## src/rtl/reg_wb_arbiter.sv

```systemverilog
// Writeback arbiter: round-robin grant of N_REQ requesters onto one registered
// register-file write port, plus a pending-destination scoreboard for hazard checks.
module reg_wb_arbiter #(
    parameter int XLEN  = 32,
    parameter int N_REQ = 3
) (
    input  logic                  clk,
    input  logic                  rst_n,
    input  logic [N_REQ-1:0]      req_valid,
    input  logic [5*N_REQ-1:0]    req_addr,
    input  logic [XLEN*N_REQ-1:0] req_data,
    output logic [N_REQ-1:0]      req_ready,
    input  logic                  alloc_valid,
    input  logic [4:0]            alloc_addr,
    input  logic                  flush,
    input  logic [4:0]            rs1_addr,
    input  logic [4:0]            rs2_addr,
    output logic                  rs1_busy,
    output logic                  rs2_busy,
    output logic                  rd_wren,
    output logic [4:0]            rd_addr,
    output logic [XLEN-1:0]       rd_data
);

    localparam int PW = (N_REQ > 1) ? $clog2(N_REQ) : 1;

    logic [PW-1:0]        ptr;
    logic [PW-1:0]        ptr_next;
    logic [31:0]          pend;
    logic [31:0]          pend_next;

    logic [2*N_REQ-1:0]   dbl;
    logic [PW:0]          sum;
    logic                 found;
    logic                 xfer;
    logic [PW-1:0]        gnt_idx;
    logic [4:0]           gnt_addr;
    logic [XLEN-1:0]      gnt_data;

    // Rotating the doubled request vector by ptr turns the round-robin scan
    // into a plain lowest-set-bit search.
    // NOTE: every signal written here gets a default first so no latch is inferred.
    always_comb begin
        dbl      = {req_valid, req_valid} >> ptr;
        found    = 1'b0;
        sum      = '0;
        gnt_addr = '0;
        gnt_data = '0;
        for (int k = 0; k < N_REQ; k++) begin
            if (!found && dbl[k]) begin
                found = 1'b1;
                sum   = {1'b0, ptr} + (PW+1)'(k);
            end
        end
        if (sum >= (PW+1)'(N_REQ)) begin
            sum = sum - (PW+1)'(N_REQ);
        end
        gnt_idx  = sum[PW-1:0];
        xfer     = found && rst_n;
        ptr_next = (gnt_idx == PW'(N_REQ-1)) ? '0 : gnt_idx + 1'b1;

        req_ready = '0;
        for (int i = 0; i < N_REQ; i++) begin
            if (gnt_idx == PW'(i)) begin
                gnt_addr     = req_addr[5*i +: 5];
                gnt_data     = req_data[XLEN*i +: XLEN];
                req_ready[i] = xfer;
            end
        end
    end

    // Alloc is applied after commit so a same-cycle alloc of the committing
    // register leaves it pending; flush overrides both.
    always_comb begin
        pend_next = pend;
        if (rd_wren) begin
            pend_next[rd_addr] = 1'b0;
        end
        if (alloc_valid) begin
            pend_next[alloc_addr] = 1'b1;
        end
        if (flush) begin
            pend_next = '0;
        end
        pend_next[0] = 1'b0;
    end

    // NOTE: state registers use non-blocking assignments so every flop samples
    // pre-edge values regardless of statement order.
    always_ff @(posedge clk) begin
        if (!rst_n) begin
            ptr     <= '0;
            pend    <= '0;
            rd_wren <= 1'b0;
            rd_addr <= '0;
            rd_data <= '0;
        end else begin
            if (xfer) begin
                ptr     <= ptr_next;
                rd_addr <= gnt_addr;
                rd_data <= gnt_data;
            end
            // Writes to x0 are accepted but never reach the register file.
            rd_wren <= xfer && (gnt_addr != 5'd0);
            pend    <= pend_next;
        end
    end

    assign rs1_busy = pend[rs1_addr];
    assign rs2_busy = pend[rs2_addr];

endmodule

```

## config.mk

```make
export PLATFORM = sky130hd
export DESIGN_NAME = reg_wb_arbiter
export DESIGN_NICKNAME = d
export VERILOG_FILES = /design/src/rtl/reg_wb_arbiter.sv
export SDC_FILE = /design/constraint.sdc
export NUM_CORES = 1
export LEC_CHECK = 0
export ABC_CLOCK_PERIOD_IN_PS = 4100
export CAP_MARGIN = 30
export CORE_UTILIZATION = 40
export DETAILED_ROUTE_END_ITERATION = 6
export GPL_TIMING_DRIVEN = 0
export PLACE_DENSITY = 0.73
export SLEW_MARGIN = 10
export SYNTH_ARGS = -nofsm -noshare
export SYNTH_HDL_FRONTEND = slang
export SYNTH_SLANG_ARGS = --single-unit
```

## constraint.sdc

```tcl
create_clock -name clk -period 4.1 [get_ports clk]
set_clock_uncertainty 0.05 [all_clocks]
set_input_delay 0.82 -clock clk [delete_from_list [all_inputs] [get_ports clk]]
set_output_delay 0.82 -clock clk [all_outputs]
set_load 0.02 [all_outputs]
```

==> run summary <==
The run finished with clean final reports. Gate family responsible for the most delay along the worst path: multiplexers. The number of nets in the synthesized netlist is 692.

The net switching fraction of the power was 43.58%; the arrival time at the worst endpoint was 3.17 ns. Once detailed placement completed, the half-perimeter wirelength came to 12730 um. After synthesis, the cell types taking the most area are sky130_fd_sc_hd__dfxtp_1 32%, sky130_fd_sc_hd__a21oi_1 11%, sky130_fd_sc_hd__mux4_2 9.1%, sky130_fd_sc_hd__o21ai_0 8.9%, sky130_fd_sc_hd__a21boi_0 5.7%.

The nature of the critical path endpoint was an output port. At the end of routability-driven placement, the weighted congestion stood at 0.9035. Entering global routing, the biggest net connects 20 pins. On the worst path, the slowest cell contributes a delay of 0.59 ns. The total number of nets in the final design is 890, and the share of flip-flops with an asynchronous set or reset after synthesis is 0%. The logs give 16860 um for the final routed wirelength across all metal layers and 176 for the I/O pin count. Summed over all layers, the global routing overflow is 0. Power spread over the standard cell area amounts to 602.9 mW/mm^2.

The logs give 0.001797 W for the power spent charging and discharging nets and 0.88 ns for the worst setup slack for register-to-register paths. The combined buffer and inverter count along the critical path is 2. The path type of the worst setup path is in2out.

The clock buffer count from CTS came out at 9. The synthesized netlist occupies a cell area of 0.004479 mm^2. The synthesized netlist contains 50 unique library cells. During placement, the flow inserted port buffers numbering 170. Of the cells placed in the final design, the portion with a size suffix greater than 1 is 14.08%. In this run the cell area measured after placement is 0.006361 mm^2.

The hold buffer count at cts was 0. In this run, the number of DRC markers left after iteration 0 of detailed routing was 302. The tightest min-delay check is of the reg2reg type. The tree is rooted in a sky130_fd_sc_hd__clkbuf_8. Traced cell by cell, the critical path runs through clkbuf_1 > mux4_2 > mux4_2 > mux2_2 > clkdlybuf4s50_1.

Derived from the worst setup path, the maximum achievable clock frequency is 247.3 MHz. sky130_fd_sc_hd__a21oi_1 is the most common cell in the netlist. Setup violations remaining at the end of the flow were counted as 0.

The run gives 71 as the clock net sink count. The initial antenna violation count is 0, and the fraction of the cycle the final worst path needs is 98.62%. Per report_power, the combinational group accounts for 60.0% of the total. The tools report the number of hold violations in the final report as 0. The commonest cells after synthesis are 97 x sky130_fd_sc_hd__a21oi_1, 80 x sky130_fd_sc_hd__o21ai_0, 71 x sky130_fd_sc_hd__dfxtp_1.

The cell seen most often among critical-path stages is sky130_fd_sc_hd__mux4_2. Counting every instance in the synthesized netlist gives 557. The number of standard-cell rows in the floorplan is 38.

TritonCTS built the clock tree. The die is 107.8 um wide. The register clock-pin slew on the reported worst setup and hold paths is 0.08 ns, and the detail-routed via count per cell is 5.839. Synthesized area per cell: 8.042 um^2. For this run, the leading register cell type out of synthesis is sky130_fd_sc_hd__dfxtp_1. Setup total negative slack on the finished layout was measured at 0 ns.

The run gives 29.25% as the aggregate global-route resource usage. In the final routed layout, each cell accounts on average for 18.74 um. From bottom edge to top edge, the die measures 107.8 um. Of the total power, registers draw 24.3%.

The top cell type by area accounts for 31.73% of the synthesized area. Post-detailed-route DRC marker count: 0. The total count of max-transition violations in the final report was 0. For the worst setup path, the data required time is 3.23 ns. The number of antenna repair diodes was 0. The smallest hold slack is 0.4494 ns. The die area was 0.01163 mm^2; the post-synthesis to final-layout area growth was 52.71%.

The run gives 5 as the detailed-router iteration count before antenna repair. The count of nets left with antenna violations once routing finished came out at 0. The clock tree synthesis step divided the H-tree into 3 levels.

The synthesized design spends more area on one cell type than any other, namely sky130_fd_sc_hd__dfxtp_1. The initial utilization of the core area, before any placement, comes to 41.14%. The tools report the latest clock arrival within the worst-skew pair as 0.35 ns.

Yosys mapped a number of flops with a built-in enable equal to 0. The post-route minimum period came out at 4.043 ns. The first global-routing pass estimated 26130 um of wire. Along the worst path, the maximum fanout reaches 9.

The via count of the first global-routing pass is 5276. The count of yosys warnings during synthesis is 0, and the slew at the pin with the worst max-slew slack is 0.7987 ns. The longest clock path from root to sink contains 2 buffers.

The logs give 0 for the number of max-cap violations and 0.3520 mV for the highest ir drop seen on vdd. The tools report the critical path startpoint category as an input port. For this block, the via count after detailed routing is 5255. The slowest stage of the critical path belongs to the cell sky130_fd_sc_hd__mux4_2. The synthesis-stage register bit count was 71; the placeable core region was 0.01089 mm^2. Per report_power, the clock group accounts for 15.7% of the total. The logs give 2.478 nW for the leakage dissipation and 0.006840 mm^2 for the post-route cell area. Sequential cells were found to cover 31.73% of the synthesized design area. The internal portion of the total power is 0.002327 W. Measured against its own limit, the worst slew margin works out to 46.56%.
-- sequential cells by signal (all words and copies together), names as in the netlist --
register  flops
rd_data      32
pend         31
rd_addr       5
ptr           2
rd_wren       1
-- kinds of logic (layout without fill, tap and decap cells) --
family                   Yosys count  after routing  share of synthesized area (%)
buffers and inverters             57            260                          5.475
adder cells (fa/ha/maj)            2              2                         0.5586
AO/OA/AOI/OAI                    258            258                          33.83
AND/OR/NAND/NOR                  142            142                          17.21
flip-flops                        71             71                          31.73
multiplexers                      27             27                          11.20
-- power groups by stage --
stage                     Combinational [W]  Clock (W)  Sequential (W)
after floorplan                     0.00117          0         0.00119
after global placement              0.00221          0         0.00101
after detailed placement            0.00225          0         0.00101
after CTS                           0.00240   0.000650         0.00100
after global routing                0.00268   0.000679         0.00102
final                               0.00247   0.000648         0.00100
-- metrics by stage --
step	cells	total power [W]	setup slack, ns	util [%]
2_1_floorplan	557	0.002360	0.01629	-
3_3_place_gp	867	0.003215	-1.260	58.38
3_5_place_dp	868	0.003253	-1.310	58.42
4_1_cts	896	0.004046	0.07846	62.37
5_1_grt	900	0.004375	-0.007160	62.82
6_report	900	0.004124	0.05676	62.82
-- worst min-delay path: stages, from the launching register on --
cell	delay, ns
sky130_fd_sc_hd__dfxtp_1	0.32
sky130_fd_sc_hd__o21ai_0	0.07
sky130_fd_sc_hd__a21oi_1	0.06
-- cell usage in the layout (no fill, tap or decap), drive strengths merged, types with 7 or more instances in the layout --
cell type	instances
a21boi	34
a21oi	97
and3	36
buf	35
clkbuf	43
clkdlybuf4s50	164
dfxtp	71
inv	11
mux4	18
nand2	46
nand3	7
nor2	14
o21ai	101
-- area by class of cell --
| type | instances | area (um^2) |
|---|---|---|
| Buffer | 46 | 250.2 |
| Clock buffer | 9 | 123.9 |
| Clock inverter | 7 | 102.6 |
| Fill cell | 962 | 4048 |
| Inverter | 8 | 30.03 |
| Multi-Input combinational cell | 429 | 2898 |
| Sequential cell | 71 | 1421 |
| Tap cell | 140 | 175.2 |
| Timing Repair Buffer | 190 | 1839 |
-- final timing paths --
check | cells past startpoint | to | start
worst max-delay path | 5 | rs2_busy | rs2_addr[1]
worst min-delay path | 2 | pend[28] | pend[28]
worst max register to register | 13 | rd_wren | ptr[0]
worst min register to register | 2 | pend[28] | pend[28]
-- layer usage --
metal,part of all wire [%],global-route usage (%)
met1,39,33.37
met2,49,51.60
met3,8.9,7.022
met4,3.1,12.72
met5,0,0
-- what timing repair did --
item                                    CTS  global route
gates resized for setup                  53             6
buffers inserted                         15             3
pin swaps                                 7             3
endpoints found under the setup margin    5             3
cloned                                    0             0
Note: power is estimated with default switching activity, not from simulation.
